`src/rtl/top.sv`:
```
// top: 8N1 UART receiver with optional echo transmitter (echo built only when UART_ECHO_EN is defined).
// Latency: RxData updates at the stop-bit sample (~9.5 bits + 2-3 clks after Rx falls); echo Tx starts the edge after rx_valid.
// Backpressure: none, pins cannot stall; a 1-entry pending register holds one echo byte while Tx is busy (newest wins).
module top #(
  parameter int CLKS_PER_BIT = 434
) (
  input  logic       Clk,
  input  logic       Rst_n,
  input  logic       Rx,
  output logic       Tx,
  output logic [7:0] RxData
);

  localparam int CW = (CLKS_PER_BIT > 1) ? $clog2(CLKS_PER_BIT) : 1;
  localparam logic [CW-1:0] CNT_LAST = CW'(CLKS_PER_BIT - 1);
  localparam logic [CW-1:0] CNT_HALF = CW'(CLKS_PER_BIT / 2 - 1);

  typedef enum logic [1:0] {S_IDLE, S_START, S_DATA, S_STOP} state_t;

  // ---------------------------------------------------------------
  // Receiver
  // ---------------------------------------------------------------
  logic          rx_meta_q;
  logic          rx_sync_q;
  state_t        rx_state_q;
  logic [CW-1:0] rx_cnt_q;
  logic [2:0]    rx_bit_q;
  logic [7:0]    rx_shift_q;
  logic [7:0]    rx_data_q;
  logic          rx_valid_q;

  // Two-flop synchronizer for the asynchronous pin; idles high so reset must not fake a start bit.
  always_ff @(posedge Clk) begin
    if (Rst_n) begin
      rx_meta_q <= 1'b1;
      rx_sync_q <= 1'b1;
    end else begin
      rx_meta_q <= Rx;
      rx_sync_q <= rx_meta_q;
    end
  end

  // Receive FSM: validate start at half bit, then sample data/stop at bit centers.
  always_ff @(posedge Clk) begin
    if (Rst_n) begin
      rx_state_q <= S_IDLE;
      rx_cnt_q   <= '0;
      rx_bit_q   <= '0;
      rx_shift_q <= '0;
      rx_data_q  <= '0;
      rx_valid_q <= 1'b0;
    end else begin
      rx_valid_q <= 1'b0;
      case (rx_state_q)
        S_IDLE: begin
          rx_cnt_q <= '0;
          rx_bit_q <= '0;
          if (!rx_sync_q) rx_state_q <= S_START;
        end
        S_START: begin
          if (rx_cnt_q == CNT_HALF) begin
            rx_cnt_q   <= '0;
            // A line already back high at mid start bit is a glitch.
            rx_state_q <= rx_sync_q ? S_IDLE : S_DATA;
          end else begin
            rx_cnt_q <= rx_cnt_q + 1'b1;
          end
        end
        S_DATA: begin
          if (rx_cnt_q == CNT_LAST) begin
            rx_cnt_q   <= '0;
            rx_shift_q <= {rx_sync_q, rx_shift_q[7:1]};
            rx_bit_q   <= rx_bit_q + 3'd1;
            if (rx_bit_q == 3'd7) rx_state_q <= S_STOP;
          end else begin
            rx_cnt_q <= rx_cnt_q + 1'b1;
          end
        end
        S_STOP: begin
          if (rx_cnt_q == CNT_LAST) begin
            rx_cnt_q   <= '0;
            rx_state_q <= S_IDLE;
            // Low stop bit is a framing error: keep the previous byte.
            if (rx_sync_q) begin
              rx_data_q  <= rx_shift_q;
              rx_valid_q <= 1'b1;
            end
          end else begin
            rx_cnt_q <= rx_cnt_q + 1'b1;
          end
        end
        default: rx_state_q <= S_IDLE;
      endcase
    end
  end

  assign RxData = rx_data_q;

`ifdef UART_ECHO_EN
  // ---------------------------------------------------------------
  // Echo transmitter
  // ---------------------------------------------------------------
  state_t        tx_state_q;
  logic [CW-1:0] tx_cnt_q;
  logic [2:0]    tx_bit_q;
  logic [7:0]    tx_shift_q;
  logic          tx_q;
  logic          pend_vld_q;
  logic [7:0]    pend_dat_q;
  logic          tx_done;

  // Last cycle of the stop bit: a new byte arriving now goes straight out instead of to pending.
  assign tx_done = (tx_state_q == S_STOP) && (tx_cnt_q == CNT_LAST);

  // Transmit FSM plus pending register; every state lasts exactly one bit period.
  always_ff @(posedge Clk) begin
    if (Rst_n) begin
      tx_state_q <= S_IDLE;
      tx_cnt_q   <= '0;
      tx_bit_q   <= '0;
      tx_shift_q <= '0;
      tx_q       <= 1'b1;
      pend_vld_q <= 1'b0;
      pend_dat_q <= '0;
    end else begin
      if (rx_valid_q && (tx_state_q != S_IDLE) && !tx_done) begin
        pend_vld_q <= 1'b1;
        pend_dat_q <= rx_data_q;
      end
      case (tx_state_q)
        S_IDLE: begin
          tx_cnt_q <= '0;
          tx_bit_q <= '0;
          tx_q     <= 1'b1;
          if (rx_valid_q) begin
            tx_shift_q <= rx_data_q;
            tx_q       <= 1'b0;
            tx_state_q <= S_START;
          end
        end
        S_START: begin
          if (tx_cnt_q == CNT_LAST) begin
            tx_cnt_q   <= '0;
            tx_q       <= tx_shift_q[0];
            tx_state_q <= S_DATA;
          end else begin
            tx_cnt_q <= tx_cnt_q + 1'b1;
          end
        end
        S_DATA: begin
          if (tx_cnt_q == CNT_LAST) begin
            tx_cnt_q   <= '0;
            tx_bit_q   <= tx_bit_q + 3'd1;
            tx_shift_q <= {1'b0, tx_shift_q[7:1]};
            if (tx_bit_q == 3'd7) begin
              tx_q       <= 1'b1;
              tx_state_q <= S_STOP;
            end else begin
              tx_q <= tx_shift_q[1];
            end
          end else begin
            tx_cnt_q <= tx_cnt_q + 1'b1;
          end
        end
        S_STOP: begin
          if (tx_cnt_q == CNT_LAST) begin
            tx_cnt_q <= '0;
            tx_bit_q <= '0;
            if (rx_valid_q) begin
              tx_shift_q <= rx_data_q;
              tx_q       <= 1'b0;
              tx_state_q <= S_START;
            end else if (pend_vld_q) begin
              tx_shift_q <= pend_dat_q;
              pend_vld_q <= 1'b0;
              tx_q       <= 1'b0;
              tx_state_q <= S_START;
            end else begin
              tx_q       <= 1'b1;
              tx_state_q <= S_IDLE;
            end
          end else begin
            tx_cnt_q <= tx_cnt_q + 1'b1;
          end
        end
        default: tx_state_q <= S_IDLE;
      endcase
    end
  end

  assign Tx = tx_q;
`else
  // No echo path: line idles permanently; rx_valid has no consumer.
  logic unused_rx_valid;
  assign unused_rx_valid = rx_valid_q;
  assign Tx = 1'b1;
`endif

endmodule

```
`config.mk`:
```
export PLATFORM = sky130hd
export DESIGN_NAME = top
export DESIGN_NICKNAME = d
export VERILOG_FILES = /design/src/rtl/top.sv
export SDC_FILE = /design/constraint.sdc
export NUM_CORES = 1
export LEC_CHECK = 0
export CAP_MARGIN = 5
export CORE_ASPECT_RATIO = 0.7
export CORE_MARGIN = 4
export CORE_UTILIZATION = 25
export DETAILED_ROUTE_END_ITERATION = 10
export MAX_ROUTING_LAYER = met4
export PLACE_DENSITY_LB_ADDON = 0.08
export SLEW_MARGIN = 5
export SYNTH_ARGS = -nofsm -noshare
export SYNTH_HDL_FRONTEND = slang
export SYNTH_SLANG_ARGS = --single-unit
```
`constraint.sdc`:
```
create_clock -name Clk -period 1.8 [get_ports Clk]
set_clock_uncertainty 0.1 [all_clocks]
set_input_delay 0.45 -clock Clk [delete_from_list [all_inputs] [get_ports Clk]]
set_output_delay 0.45 -clock Clk [all_outputs]
set_load 0.1 [all_outputs]
```
==> results.yml <==
route:
  vias_per_cell: 4.126
  post_drt_wl_per_cell_um: 11.29
  detail-route-antenna-nets: 0
  dr.pass1.iters: 2
  routed_wl_um: 2597
  drc_markers: 0
  vias: 949
  drt_iter0_drc: 15
timing:
  slew_violations: 0
  timing.final.crit_period_ps: 1672
  final-hold-violation-count: 0
  maxClockFrequency_ghz: 0.5980
  finalSetupTns_ps: 0
  setup_viol_count_final: 0
  grt_setup_unrepaired: "false"
  fin_crit_sh_pct: 92.90
cts:
  num_cts_buffers: 5
  clk-insertion-delay-late_ps: 280
  postCtsHoldBufs: 0
  cts.reportedPaths.clkPinSlew_ps: 70
  cts_tree: "done"
  clockRootBuffer: "clkbuf_8"
  maximum_buffer_depth_of_the_clock_tree: 2
  cts-resized-gates: 0
  post_cts.repair.setup_buffers: 0
  cts_sinks: 32
  cts_htree_levels: 2
global_routing:
  gr-total-overflow: 0
  largest_net_degree_at_the_start_of_global_routing: 17
  grt_busiest_layer: "met1"
  grt_antenna_before_repair: 0
  number_of_global_route_vias_before_repair: 906
  groute.layer.met2.usage_pct: 10.19
  grt_pass1_wl_um: 4402
  grt_use_total_pct: 8.189
  global_route.usage.met3_pct: 3.113
  grt_util_met1_pct: 11.33
setup_path:
  worstSetupStartpointType: "flop"
  worst-setup-path-type: "reg -> reg"
  crit_chain: "ha_1 > and4bb_4 > nand4_4 > mux2i_1 > nor2_1"
  worst_path_largest_cell_delay_ps: 420
  cp_slowest_cell: "dfxtp_1"
  worst-path-max-fanout: 8
  critical_path_required_ps: 1870
  critical_path.endpoint_type: "flop"
  critPathArrivalTime_ps: 1750
synth:
  synth_sequential_area_ratio_pct: 44.60
  post_synth_instance_area_mm2: 0.001436
  synth_async_reset_ratio_pct: 0
  synth_enable_flop_cells: 0
  synthesis.yosys.warnings: 0
  proportion_of_synthesized_area_in_mux_cells_pct: 11.15
  synth-seq-cells: 32
  synth_adder_area_share_pct: 4.355
  ys_types: 37
  synth-xor-area-share_pct: 4.268
  synth_simple_gate_area_share_pct: 23.78
  synth_top_family_by_area: "simple AND/OR/NAND/NOR gates"
  postSynthCellCount: 142
  yosys_most_used_dff: "dfxtp_1"
  average_cell_area_after_synthesis_um2: 10.12
  synthesis.nets: 150
  synth-compound-area-share_pct: 6.707
worst_hold_path:
  hp-class: "reg -> reg"
die:
  floorplan.io_pins: 12
  die_width_um: 98.60
  floorplan.die_area_mm2: 0.007042
  fp-row-count: 22
  coreArea_mm2: 0.005395
  start_util_pct: 26.62
  die_y_extent_um: 71.42
pwr:
  cellPowerDensity_mw_per_mm2: 801.4
  worst_ir_drop_vdd_v: 0.0003023
  power.static_leakage_nw: 0.6817
run:
  drv.max_cap_violation_count: 0
placement:
  portBuffers: 10
  dp_cells: 222
  post_dp_hpwl_um: 1876
  place_congestion: 0.7452
cells_and_area:
  fin_nets: 165
  area_delta_synth_final_pct: 24.56
  layout.core_utilization_pct: 33.16
  finalNonFillerCells: 230
  mostFrequentLayoutCell: "dfxtp_1"
  most-common-layout-cells: "dfxtp_1 (32), nor2_1 (30), mux2i_1 (16)"
  antenna_cells_inserted: 0
  drive_above_1_share_pct: 19.62
run_status:
  status: "complete, no violations"
critical path: cells and delay by family, from the launching register on:
kind | cells | cell delay (ps)
multiplexers | 1 | 230
AND/OR/NAND/NOR | 3 | 610
adder cells (fa/ha/maj) | 1 | 210
flip-flops | 1 | 420
layout make-up:
type,instances,area (um2)
tap,72,90.09
inverter,4,15.01
sequential,32,640.6
clock inverter,2,35.03
clock buffer,6,72.57
fill,577,3606
multi-input combinational,100,725.7
timing repair buffer,14,210.2
flip-flops by register name (all words and copies together), names as in the netlist, named ones only:
name,count
rx_meta_q,1
rx_sync_q,1
rx_state_q,1
RxData,8
rx_bit_q,3
rx_cnt_q,9
rx_shift_q,8
path summary, 6_finish.rpt:
path	from	to	slack (ps)	cells after the start
worst max-delay path	rx_cnt_q[0]	RxData[7]	130	5
worst min-delay path	rx_meta_q	rx_sync_q	330	1
worst min register to register	rx_meta_q	rx_sync_q	330	1
worst max register to register	rx_cnt_q[0]	RxData[7]	130	5
stage by stage:
| step | power, mW | worst slack [ps] | hold WS (ps) | area [um2] |
|---|---|---|---|---|
| after floorplan | 0.7712 | 299.3 | 292.5 | 1436 |
| after global placement | 0.7809 | 103.8 | 317.2 | 1682 |
| after detailed placement | 0.7820 | 98.28 | 313.1 | 1682 |
| after CTS | 1.465 | 102.7 | 333.4 | 1789 |
| after global routing | 1.494 | 20.07 | 345.4 | 1789 |
| final | 1.434 | 127.8 | 328.5 | 1789 |
per-layer routing:
| metal | share of wire, % | vias up |
|---|---|---|
| met5 | 0 | - |
| met4 | 1.2 | 0 |
| met3 | 4.1 | 5 |
| met2 | 38 | 13 |
| met1 | 56 | 426 |
| li1 | - | 505 |
report_power, final:
part | total [mW] | switching (mW) | leakage [nW] | internal, mW
Combinational | 0.0481 | 0.0303 | 0.368 | 0.0177
Clock | 0.669 | 0.258 | 0.0552 | 0.411
Sequential | 0.717 | 0.00447 | 0.258 | 0.712
Total | 1.43 | 0.293 | 0.682 | 1.14
cells by family after synthesis:
| family | after synthesis |
|---|---|
| flops | 32 |
| compound gates | 10 |
| mux | 16 |
| other cells | 1 |
| xor+xnor | 7 |
| fa+ha+maj | 5 |
| simple gates | 61 |
| buf+inv | 10 |
Yosys cell counts (2+ instances only):
library cell	instances	area share (%)
nor2_1	30	7.8
buf_6	2	1.6
and2_1	2	0.87
ha_1	5	4.4
xor2_1	3	1.8
nand3_1	4	1.4
buf_4	2	1.0
nand2_1	3	0.78
nand3b_1	2	1.0
nand2b_1	5	2.2
dfxtp_1	32	45
inv_1	4	1.0
xnor2_1	4	2.4
mux2i_1	16	11
or2_2	3	1.3
o21ai_0	2	0.70
nor3_1	3	1.0
Power figures use the tool's default switching activity.
==> RTL edit: new RTL, same settings <==
The option `UART_ECHO_EN` is turned on by a define.
--- a/src/rtl/top.sv
+++ b/src/rtl/top.sv
@@ -1,6 +1,8 @@
 // top: 8N1 UART receiver with optional echo transmitter (echo built only when UART_ECHO_EN is defined).
 // Latency: RxData updates at the stop-bit sample (~9.5 bits + 2-3 clks after Rx falls); echo Tx starts the edge after rx_valid.
 // Backpressure: none, pins cannot stall; a 1-entry pending register holds one echo byte while Tx is busy (newest wins).
+`define UART_ECHO_EN
+
 module top #(
   parameter int CLKS_PER_BIT = 434
 ) (
Behaviour: same outputs for any inputs over 10 cycles, from zero or initial values and one cycle with Rst_n high; that may be too few to reach the edited logic, so the function may still have changed.
==> RTL edit against the original RTL <==
Largest power group is now the clock network; die area up 100%; power rose to 2.7 times the old value; wire length rose to 2.9 times the old value; critical endpoint is now tx_shift_q[0]; worst setup slack worse by 0.13 ns; critical path type unchanged; utilization up 3.1 points; critical path depth up 1; sequential power up 110%; via count rose to 2.6 times the old value; the run now ends with negative setup slack left; area after synthesis up 120%; sequential cell count up 33; design area up 140%; count of clock-buffer cells in the layout up 4; final cell count up 140%.
==> RTL edit: results <==
set metrics [dict create \
    grtUsageMet1 0.1645 \
    grt_pass1_wl_mm 12.63 \
    fillers 1180 \
    pre_cts_slack_ns -0.09984 \
    drt-pass1-iter-count 6 \
    outcome "complete, but fails checks" \
    wl_met3_um 167 \
    synthCells 327 \
    leakagePower_nw 1.678 \
    post_layout_nonfiller_instances 554 \
    violations "negative setup slack" \
    cp_top_family "flip-flops" \
    met2_length_mm 3.029 \
    dp_cells 529 \
    synthTopCellsByCount "65 x dfxtp_1, 56 x nor2_1, 25 x mux2i_1, 15 x a21oi_1, 14 x nand2_1" \
    p_int_w 0.002950 \
    reg2reg_depth 6 \
    cp_slowest_cell "dfxtp_4" \
    grt_use_total 0.1172 \
    fin_ws_ns -0.00009082 \
    cts_buffers 9 \
    fin_nets 408 \
    setup-violations-final 1 \
    htree_levels 3 \
    ir_drop_uv 528.4 \
    clock-root-buffer "clkbuf_16" \
    cp_slowest_stage_delay_ns 0.38 \
    endpoint "tx_shift_q[0]" \
    yosysSeqAreaShare 0.4183 \
    yosys.cell_types.count 49 \
    viasPerCell 4.368 \
    drt-met1-wl_mm 4.213 \
    p_per_area_nw_per_um2 907.6 \
    syn-num-nets 343 \
    drt_wl_total_mm 7.471 \
    crit_arrival_ns 1.92 \
]
## RTL edit: how the worst min path moves through the flow
| stage | from | end |
|---|---|---|
| 3_5_place_dp | rx_meta_q | rx_sync_q |
| 5_1_grt | rx_meta_q | rx_sync_q |
| 2_1_floorplan | rx_meta_q | rx_sync_q |
| 3_3_place_gp | rx_meta_q | rx_sync_q |
| 4_1_cts | rx_meta_q | rx_sync_q |
| 6_report | rx_meta_q | rx_sync_q |
## RTL edit: what timing repair did
item,4_1_cts,5_1_grt
setup endpoints to repair,26,30
hold endpoints to repair,0,0
buffers inserted,2,5
gates resized for setup,16,13
gates cloned,2,0
pin swaps,3,6
## RTL edit: through the flow
| step | TNS (ns) | util | cell area, sq um | hold WS, ns |
|---|---|---|---|---|
| final | -0.00009082 | 0.3625 | 4325 | 0.3041 |
| after global routing | -0.4565 | 0.3625 | 4325 | 0.3250 |
| after CTS | -0.01966 | 0.3563 | 4252 | 0.3100 |
| after detailed placement | -0.8077 | 0.3218 | 3840 | 0.3024 |
| after global placement | -0.9309 | 0.3218 | 3840 | 0.2958 |
| after floorplan | 0 | - | 3126 | 0.2895 |
## RTL edit: cells by family after synthesis
| family | Yosys count | share of synthesized area |
|---|---|---|
| XOR/XNOR | 14 | 0.03942 |
| AO/OA/AOI/OAI | 54 | 0.1227 |
| buffers and inverters | 25 | 0.03620 |
| AND/OR/NAND/NOR | 123 | 0.2120 |
| adder cells (fa/ha/maj) | 13 | 0.05229 |
| flip-flops | 65 | 0.4183 |
| multiplexers | 33 | 0.1191 |
## RTL edit: area by class of cell
cell class,instances,area [sq um],share of cell area
inverter,10,40.04,0.009257
clock inverter,6,82.58,0.01909
timing repair buffer,69,674.4,0.1559
clock buffer,10,229.0,0.05294
multi-input combinational,237,1792,0.4142
sequential,65,1311,0.3032
tap,157,196.4,0.04541
